===== config.mk =====
export PLATFORM = sky130hd
export DESIGN_NAME = ram_arbiter_mc
export DESIGN_NICKNAME = d
export VERILOG_FILES = /design/src/rtl/ram_arbiter_mc.sv
export SDC_FILE = /design/constraint.sdc
export NUM_CORES = 1
export LEC_CHECK = 0
export ABC_AREA = 0
export ABC_CLOCK_PERIOD_IN_PS = 5600
export CORE_MARGIN = 2
export CORE_UTILIZATION = 45
export CTS_CLUSTER_SIZE = 8
export DETAILED_ROUTE_END_ITERATION = 8
export PLACE_DENSITY = 0.83
export SLEW_MARGIN = 20
export SYNTH_ARGS = -nofsm -noshare
export SYNTH_HDL_FRONTEND = slang
export SYNTH_SLANG_ARGS = --single-unit

===== constraint.sdc =====
create_clock -name clk -period 5.6 [get_ports clk]
set_clock_uncertainty 0.1 [all_clocks]
set_input_delay 0.84 -clock clk [delete_from_list [all_inputs] [get_ports clk]]
set_output_delay 0.84 -clock clk [all_outputs]
set_load 0.1 [all_outputs]

===== src/rtl/ram_arbiter_mc.sv =====
// ram_arbiter_mc
// Arbitrates NCH effect cores onto one shared dual-port delay RAM
// (write port A, synchronous-read port B).
//   mode = 0 : exclusive ownership picked by effects_sel
//              (0 = standby, 1..NCH = channel sel-1, other values invalid).
//              When CLR_ON_SWITCH = 1, a change of owner first zero-fills
//              the whole RAM so the new effect never replays stale samples.
//   mode = 1 : round-robin time slicing among channels raising req.
// Ports
//   clk, rst                   : clock, synchronous active-high reset
//   effects_sel, mode, req     : arbitration controls
//   we_a_ch/dat_a_ch/adr_a_ch  : per-channel write port requests (packed)
//   adr_b_ch                   : per-channel read addresses (packed)
//   gnt                        : registered one-hot grant
//   dat_b_ch, dat_b_vld        : registered per-channel read data + strobe
//   status, busy               : registered status byte / clear-in-progress
//   adr_a, dat_a, we_a, adr_b  : registered RAM port drives
//   dat_b                      : RAM read data (one cycle after adr_b)
module ram_arbiter_mc #(
    parameter int NCH           = 4,
    parameter int AW            = 13,
    parameter int DW            = 8,
    parameter int SELW          = 3,
    parameter int CLR_ON_SWITCH = 1
) (
    input  logic                clk,
    input  logic                rst,
    input  logic [SELW-1:0]     effects_sel,
    input  logic                mode,
    input  logic [NCH-1:0]      req,
    input  logic [NCH-1:0]      we_a_ch,
    input  logic [NCH*DW-1:0]   dat_a_ch,
    input  logic [NCH*AW-1:0]   adr_a_ch,
    input  logic [NCH*AW-1:0]   adr_b_ch,
    output logic [NCH-1:0]      gnt,
    output logic [NCH*DW-1:0]   dat_b_ch,
    output logic [NCH-1:0]      dat_b_vld,
    output logic [7:0]          status,
    output logic                busy,
    output logic [AW-1:0]       adr_a,
    output logic [DW-1:0]       dat_a,
    output logic                we_a,
    output logic [AW-1:0]       adr_b,
    input  logic [DW-1:0]       dat_b
);

    localparam int OW = (NCH > 1) ? $clog2(NCH) : 1;

    typedef enum logic [2:0] {
        ST_IDLE  = 3'd0,
        ST_OWN   = 3'd1,
        ST_RR    = 3'd2,
        ST_CLEAR = 3'd3,
        ST_INVAL = 3'd4
    } state_e;

    // Registered state and outputs
    state_e              state_q,   state_d;
    logic [NCH-1:0]      gnt_q,     gnt_d;
    logic [7:0]          status_q,  status_d;
    logic                busy_q,    busy_d;
    logic [AW-1:0]       adr_a_q,   adr_a_d;
    logic [DW-1:0]       dat_a_q,   dat_a_d;
    logic                we_a_q,    we_a_d;
    logic [AW-1:0]       adr_b_q,   adr_b_d;
    logic [OW-1:0]       rr_last_q, rr_last_d;
    logic [OW-1:0]       last_own_q, last_own_d;
    logic                last_vld_q, last_vld_d;
    logic [OW-1:0]       clr_own_q, clr_own_d;
    // Owner tag pipeline: stage 1 aligns with adr_b, stage 2 with dat_b
    logic [NCH-1:0]      tag1_q,    tag2_q;
    logic [NCH*DW-1:0]   dat_b_ch_q, dat_b_ch_d;
    logic [NCH-1:0]      dat_b_vld_q;

    // Decoded selection
    logic                sel_zero_s;
    logic                sel_inval_s;
    logic [OW-1:0]       owner_s;
    logic                owner_new_s;
    logic                clr_same_s;
    logic                clr_last_s;
    logic                rr_hit_s;
    logic [OW-1:0]       rr_idx_s;

    // Decode effects_sel and track progress of an ongoing clear
    always_comb begin
        sel_zero_s  = (effects_sel == {SELW{1'b0}});
        sel_inval_s = (effects_sel > SELW'(NCH));
        owner_s     = OW'(effects_sel - SELW'(1));
        owner_new_s = !last_vld_q || (last_own_q != owner_s);
        // Same owner still selected while clearing: keep stepping addresses
        clr_same_s  = (state_q == ST_CLEAR) && (clr_own_q == owner_s);
        clr_last_s  = (adr_a_q == {AW{1'b1}});
    end

    // Round-robin search: first requester after rr_last_q, with wrap-around
    always_comb begin
        rr_hit_s = 1'b0;
        rr_idx_s = rr_last_q;
        for (int j = 0; j < NCH; j++) begin
            if (!rr_hit_s && req[j] && (OW'(j) > rr_last_q)) begin
                rr_hit_s = 1'b1;
                rr_idx_s = OW'(j);
            end else begin
                rr_hit_s = rr_hit_s;
            end
        end
        for (int j = 0; j < NCH; j++) begin
            if (!rr_hit_s && req[j] && (OW'(j) <= rr_last_q)) begin
                rr_hit_s = 1'b1;
                rr_idx_s = OW'(j);
            end else begin
                rr_hit_s = rr_hit_s;
            end
        end
    end

    // Next-state and next-output logic of the arbitration FSM
    always_comb begin
        state_d    = state_q;
        gnt_d      = {NCH{1'b0}};
        status_d   = 8'h00;
        busy_d     = 1'b0;
        adr_a_d    = {AW{1'b0}};
        dat_a_d    = {DW{1'b0}};
        we_a_d     = 1'b0;
        adr_b_d    = {AW{1'b0}};
        rr_last_d  = rr_last_q;
        last_own_d = last_own_q;
        last_vld_d = last_vld_q;
        clr_own_d  = clr_own_q;

        if (mode) begin
            state_d  = ST_RR;
            status_d = 8'h40;
            if (rr_hit_s) begin
                gnt_d[rr_idx_s] = 1'b1;
                we_a_d    = we_a_ch[rr_idx_s];
                adr_a_d   = adr_a_ch[rr_idx_s*AW +: AW];
                dat_a_d   = dat_a_ch[rr_idx_s*DW +: DW];
                adr_b_d   = adr_b_ch[rr_idx_s*AW +: AW];
                rr_last_d = rr_idx_s;
            end else begin
                rr_last_d = rr_last_q;
            end
        end else if (sel_zero_s) begin
            state_d = ST_IDLE;
        end else if (sel_inval_s) begin
            state_d  = ST_INVAL;
            status_d = 8'hD0;
        end else if ((CLR_ON_SWITCH != 0) && owner_new_s && !(clr_same_s && clr_last_s)) begin
            // New owner: zero-fill; a different owner mid-clear restarts at 0
            state_d   = ST_CLEAR;
            clr_own_d = owner_s;
            we_a_d    = 1'b1;
            busy_d    = 1'b1;
            status_d  = 8'h80;
            if (clr_same_s) begin
                adr_a_d = adr_a_q + AW'(1);
            end else begin
                adr_a_d = {AW{1'b0}};
            end
        end else begin
            state_d    = ST_OWN;
            gnt_d[owner_s] = 1'b1;
            we_a_d     = we_a_ch[owner_s];
            adr_a_d    = adr_a_ch[owner_s*AW +: AW];
            dat_a_d    = dat_a_ch[owner_s*DW +: DW];
            adr_b_d    = adr_b_ch[owner_s*AW +: AW];
            status_d   = 8'h01 << effects_sel;
            last_own_d = owner_s;
            last_vld_d = 1'b1;
        end
    end

    // Route returned RAM words to the lane tagged two cycles earlier
    always_comb begin
        dat_b_ch_d = dat_b_ch_q;
        for (int i = 0; i < NCH; i++) begin
            if (tag2_q[i]) begin
                dat_b_ch_d[i*DW +: DW] = dat_b;
            end else begin
                dat_b_ch_d[i*DW +: DW] = dat_b_ch_q[i*DW +: DW];
            end
        end
    end

    // FSM state, registered outputs and owner tag pipeline
    always_ff @(posedge clk) begin
        if (rst) begin
            state_q     <= ST_IDLE;
            gnt_q       <= {NCH{1'b0}};
            status_q    <= 8'h00;
            busy_q      <= 1'b0;
            adr_a_q     <= {AW{1'b0}};
            dat_a_q     <= {DW{1'b0}};
            we_a_q      <= 1'b0;
            adr_b_q     <= {AW{1'b0}};
            rr_last_q   <= OW'(NCH - 1);
            last_own_q  <= {OW{1'b0}};
            last_vld_q  <= 1'b0;
            clr_own_q   <= {OW{1'b0}};
            tag1_q      <= {NCH{1'b0}};
            tag2_q      <= {NCH{1'b0}};
            dat_b_ch_q  <= {(NCH*DW){1'b0}};
            dat_b_vld_q <= {NCH{1'b0}};
        end else begin
            state_q     <= state_d;
            gnt_q       <= gnt_d;
            status_q    <= status_d;
            busy_q      <= busy_d;
            adr_a_q     <= adr_a_d;
            dat_a_q     <= dat_a_d;
            we_a_q      <= we_a_d;
            adr_b_q     <= adr_b_d;
            rr_last_q   <= rr_last_d;
            last_own_q  <= last_own_d;
            last_vld_q  <= last_vld_d;
            clr_own_q   <= clr_own_d;
            tag1_q      <= gnt_d;
            tag2_q      <= tag1_q;
            dat_b_ch_q  <= dat_b_ch_d;
            dat_b_vld_q <= tag2_q;
        end
    end

    assign gnt       = gnt_q;
    assign status    = status_q;
    assign busy      = busy_q;
    assign adr_a     = adr_a_q;
    assign dat_a     = dat_a_q;
    assign we_a      = we_a_q;
    assign adr_b     = adr_b_q;
    assign dat_b_ch  = dat_b_ch_q;
    assign dat_b_vld = dat_b_vld_q;

endmodule


==> out/qor.yml <==
run_status:
  status: "completed"
clocking:
  cts.sinks: 98
  cts_tree: "built"
  cts_buffers: 9
  insertion_delay_ns: 0.35
  clockRootBuffer: "clkbuf_16"
  cts_setup_buffers: 0
  cts-resized-gates: 0
  clk_path_buf_depth: 2
  hold_buffers: 0
  htree_levels: 3
  cts.clk_slew.worst_paths_ns: 0.08
logic_synthesis:
  synth_cells: 604
  synth_edf_count: 0
  syn-mean-instance-area_um2: 9.715
  syn-num-nets: 772
  synth-main-ff-cell: "dfxtp_1"
  async_flop_share_pct: 0
  ys_types: 45
  ys_ff_latch: 98
  netlist_area_um2: 5868
  yosysSeqAreaShare_pct: 33.43
  synth_warnings: 0
setup_path:
  cp_top_family: "compound AO/OA/AOI/OAI gates"
  path_buf_inv: 2
  crit_fanout: 33
  slowest_delay_ns: 0.89
  critical_path_required_ns: 5.76
  path_class: "in2reg"
  slowest_stage: "a21o_1"
  worstPathCellList: "clkdlybuf4s50_1, inv_1, ha_2, xnor2_1, nor4_4, a21o_1, a21oi_1, a211oi_1"
  cp-end-kind: "register"
  critPathLaunchType: "input pin"
  critPathArrivalTime_ns: 3.93
drt:
  dr.first_iter.drc_count: 713
  routedWlPerCell_um: 21.27
  drc: 0
  wl_um: 20820
  ant_nets: 0
  vias_per_cell: 6.375
  via_count: 6241
  first_pass_iters: 7
global_routing:
  grt_max_degree: 56
  first_global_vias: 6466
  grt_pass1_wl_um: 33240
  antenna_found_initial: 0
  grt_usage_pct: 29.27
  overflow: 0
sta:
  hold_viol_final: 0
  relSlewSlack_pct: 26.75
  finalSetupViolCount: 0
  period_needed_ns: 3.768
  fin_setup_tns_ns: 0
  final.period_utilization_pct: 67.29
  rsz0062_at_grt: "no"
  worst_slew_pin_slew_ns: 1.099
  fmax_mhz: 265.4
  slew_violations: 0
  setup_ws_ns: 1.832
worst_hold_path:
  min_path_type: "reg2reg"
final_layout:
  utilization_pct: 68.37
  area_delta_synth_final_pct: 47.63
  nets: 970
  antenna_cells: 0
  drive_gt1_share_pct: 9.665
  instances_no_fill: 979
placement:
  placed_cells_incl_taps: 963
  place.gp.congestion: 0.9058
  numPortBuffers: 241
  place_ws_ns: 1.405
  dpl.hpwl_um: 14560
power_and_ir_drop:
  ir_worst_vdd_mv: 0.1507
  cellLeakagePower_uw: 0.002907
  power.density_nw_per_um2: 248.6
  total_power_uw: 2154
die:
  dieWidth_um: 118.2
  rows: 41
  initial_core_util_pct: 46.31
  die_y_um: 118.2
  core_um2: 12670
  dieArea_um2: 13970
  io_pins: 242
run:
  drv_cap: 0
layout by cell type, fill, tap and decap left out, types with 9 or more instances in the layout:
cell / Yosys / layout
dfxtp_1: 98 / 98
nor4b_1: 35 / 35
ha_1: 10 / 9
o21ai_0: 24 / 24
mux4_2: 36 / 36
xor2_1: 11 / 11
clkdlybuf4s50_1: 0 / 239
nor2_1: 44 / 43
nand3_1: 29 / 29
nor2b_1: 12 / 12
nor3_1: 23 / 23
mux2i_1: 32 / 32
o32a_1: 12 / 12
inv_1: 20 / 20
buf_4: 0 / 10
o32ai_1: 27 / 27
o31ai_1: 24 / 24
a211oi_1: 39 / 39
clkbuf_16: 0 / 9
report_power, final:
part,switching [µW],internal [µW]
registers,27.6,730
logic,456,279
clock network,300,361
metrics by stage:
| step | cell area (µm²) | hold WS [ns] |
|---|---|---|
| after CTS | 8658 | 0.3653 |
| after floorplan | 5868 | 0.3286 |
| after global routing | 8663 | 0.3709 |
| after global placement | 8337 | 0.3491 |
| final | 8663 | 0.3642 |
| after detailed placement | 8337 | 0.3532 |
per-layer routing:
metal	up-vias	wire (µm)	global-route usage, %	part of all wire [%]
met2	435	10530	51.63	51
met1	2987	7642	34.08	37
li1	2744	-	-	-
met3	75	1886	5.792	9.1
met5	-	0	0	0
met4	0	765	13.40	3.7
cells in the mapped netlist, types with 2 or more instances:
| library cell | instances | share of area [%] |
|---|---|---|
| dfxtp_1 | 98 | 33 |
| nor2_1 | 44 | 2.8 |
| clkbuf_1 | 41 | 2.6 |
| a211oi_1 | 39 | 5.0 |
| mux4_2 | 36 | 14 |
| nor4b_1 | 35 | 5.2 |
| mux2i_1 | 32 | 5.5 |
| nand3_1 | 29 | 2.5 |
| o32ai_1 | 27 | 4.0 |
| o21ai_0 | 24 | 2.0 |
| o31ai_1 | 24 | 3.1 |
| nor3_1 | 23 | 2.0 |
| buf_2 | 21 | 1.8 |
| inv_1 | 20 | 1.3 |
| nor2b_1 | 12 | 1.3 |
| o32a_1 | 12 | 2.0 |
| xor2_1 | 11 | 1.6 |
| a21oi_1 | 10 | 0.85 |
| ha_1 | 10 | 2.1 |
| and2_1 | 8 | 0.85 |
| nand2b_1 | 6 | 0.64 |
| nand2_1 | 5 | 0.32 |
| a31oi_1 | 3 | 0.32 |
| and3_1 | 3 | 0.32 |
| and4_1 | 3 | 0.45 |
| nand4_1 | 3 | 0.32 |
| xnor2_1 | 3 | 0.45 |
| a211o_1 | 2 | 0.30 |
| o21ai_1 | 2 | 0.17 |
| or2_2 | 2 | 0.21 |
| or3_1 | 2 | 0.21 |
cell families (layout without fill, tap and decap cells):
family | after synthesis | after routing | synth area share (%)
adder cells (fa/ha/maj) | 10 | 10 | 2.132
flip-flops | 98 | 98 | 33.43
buffers and inverters | 84 | 287 | 5.949
AND/OR/NAND/NOR | 179 | 179 | 18.02
XOR/XNOR | 14 | 14 | 2.090
multiplexers | 68 | 68 | 19.28
AO/OA/AOI/OAI | 151 | 151 | 19.11
final cells by class:
type	count	area, µm²
clock inverters	7	96.34
well taps	172	215.2
multi-input cells	422	3612
inverters	20	75.07
fillers	994	4008
flip-flops and latches	98	1962
repair buffers	251	2477
clock buffers	9	225.2
state kept, by name, indices dropped and copies added (netlist names), 2 cells and up:
register / count
state_q: 3
adr_a: 13
tag2_q: 4
dat_b_ch: 32
tag1_q: 4
clr_own_q: 2
last_own_q: 2
dat_b_vld: 4
dat_a: 8
status: 8
adr_b: 13
rr_last_q: 2
final timing paths:
check	start	end	slack [ns]	cells after the start
setup / recovery	effects_sel[1]	last_own_q[0]	1.83	8
hold / removal	tag1_q[0]	tag2_q[0]	0.36	1
setup reg to reg	rr_last_q[1]	adr_b[7]	2.48	6
hold reg to reg	tag1_q[0]	tag2_q[0]	0.36	1
Power figures use the tool's default switching activity.
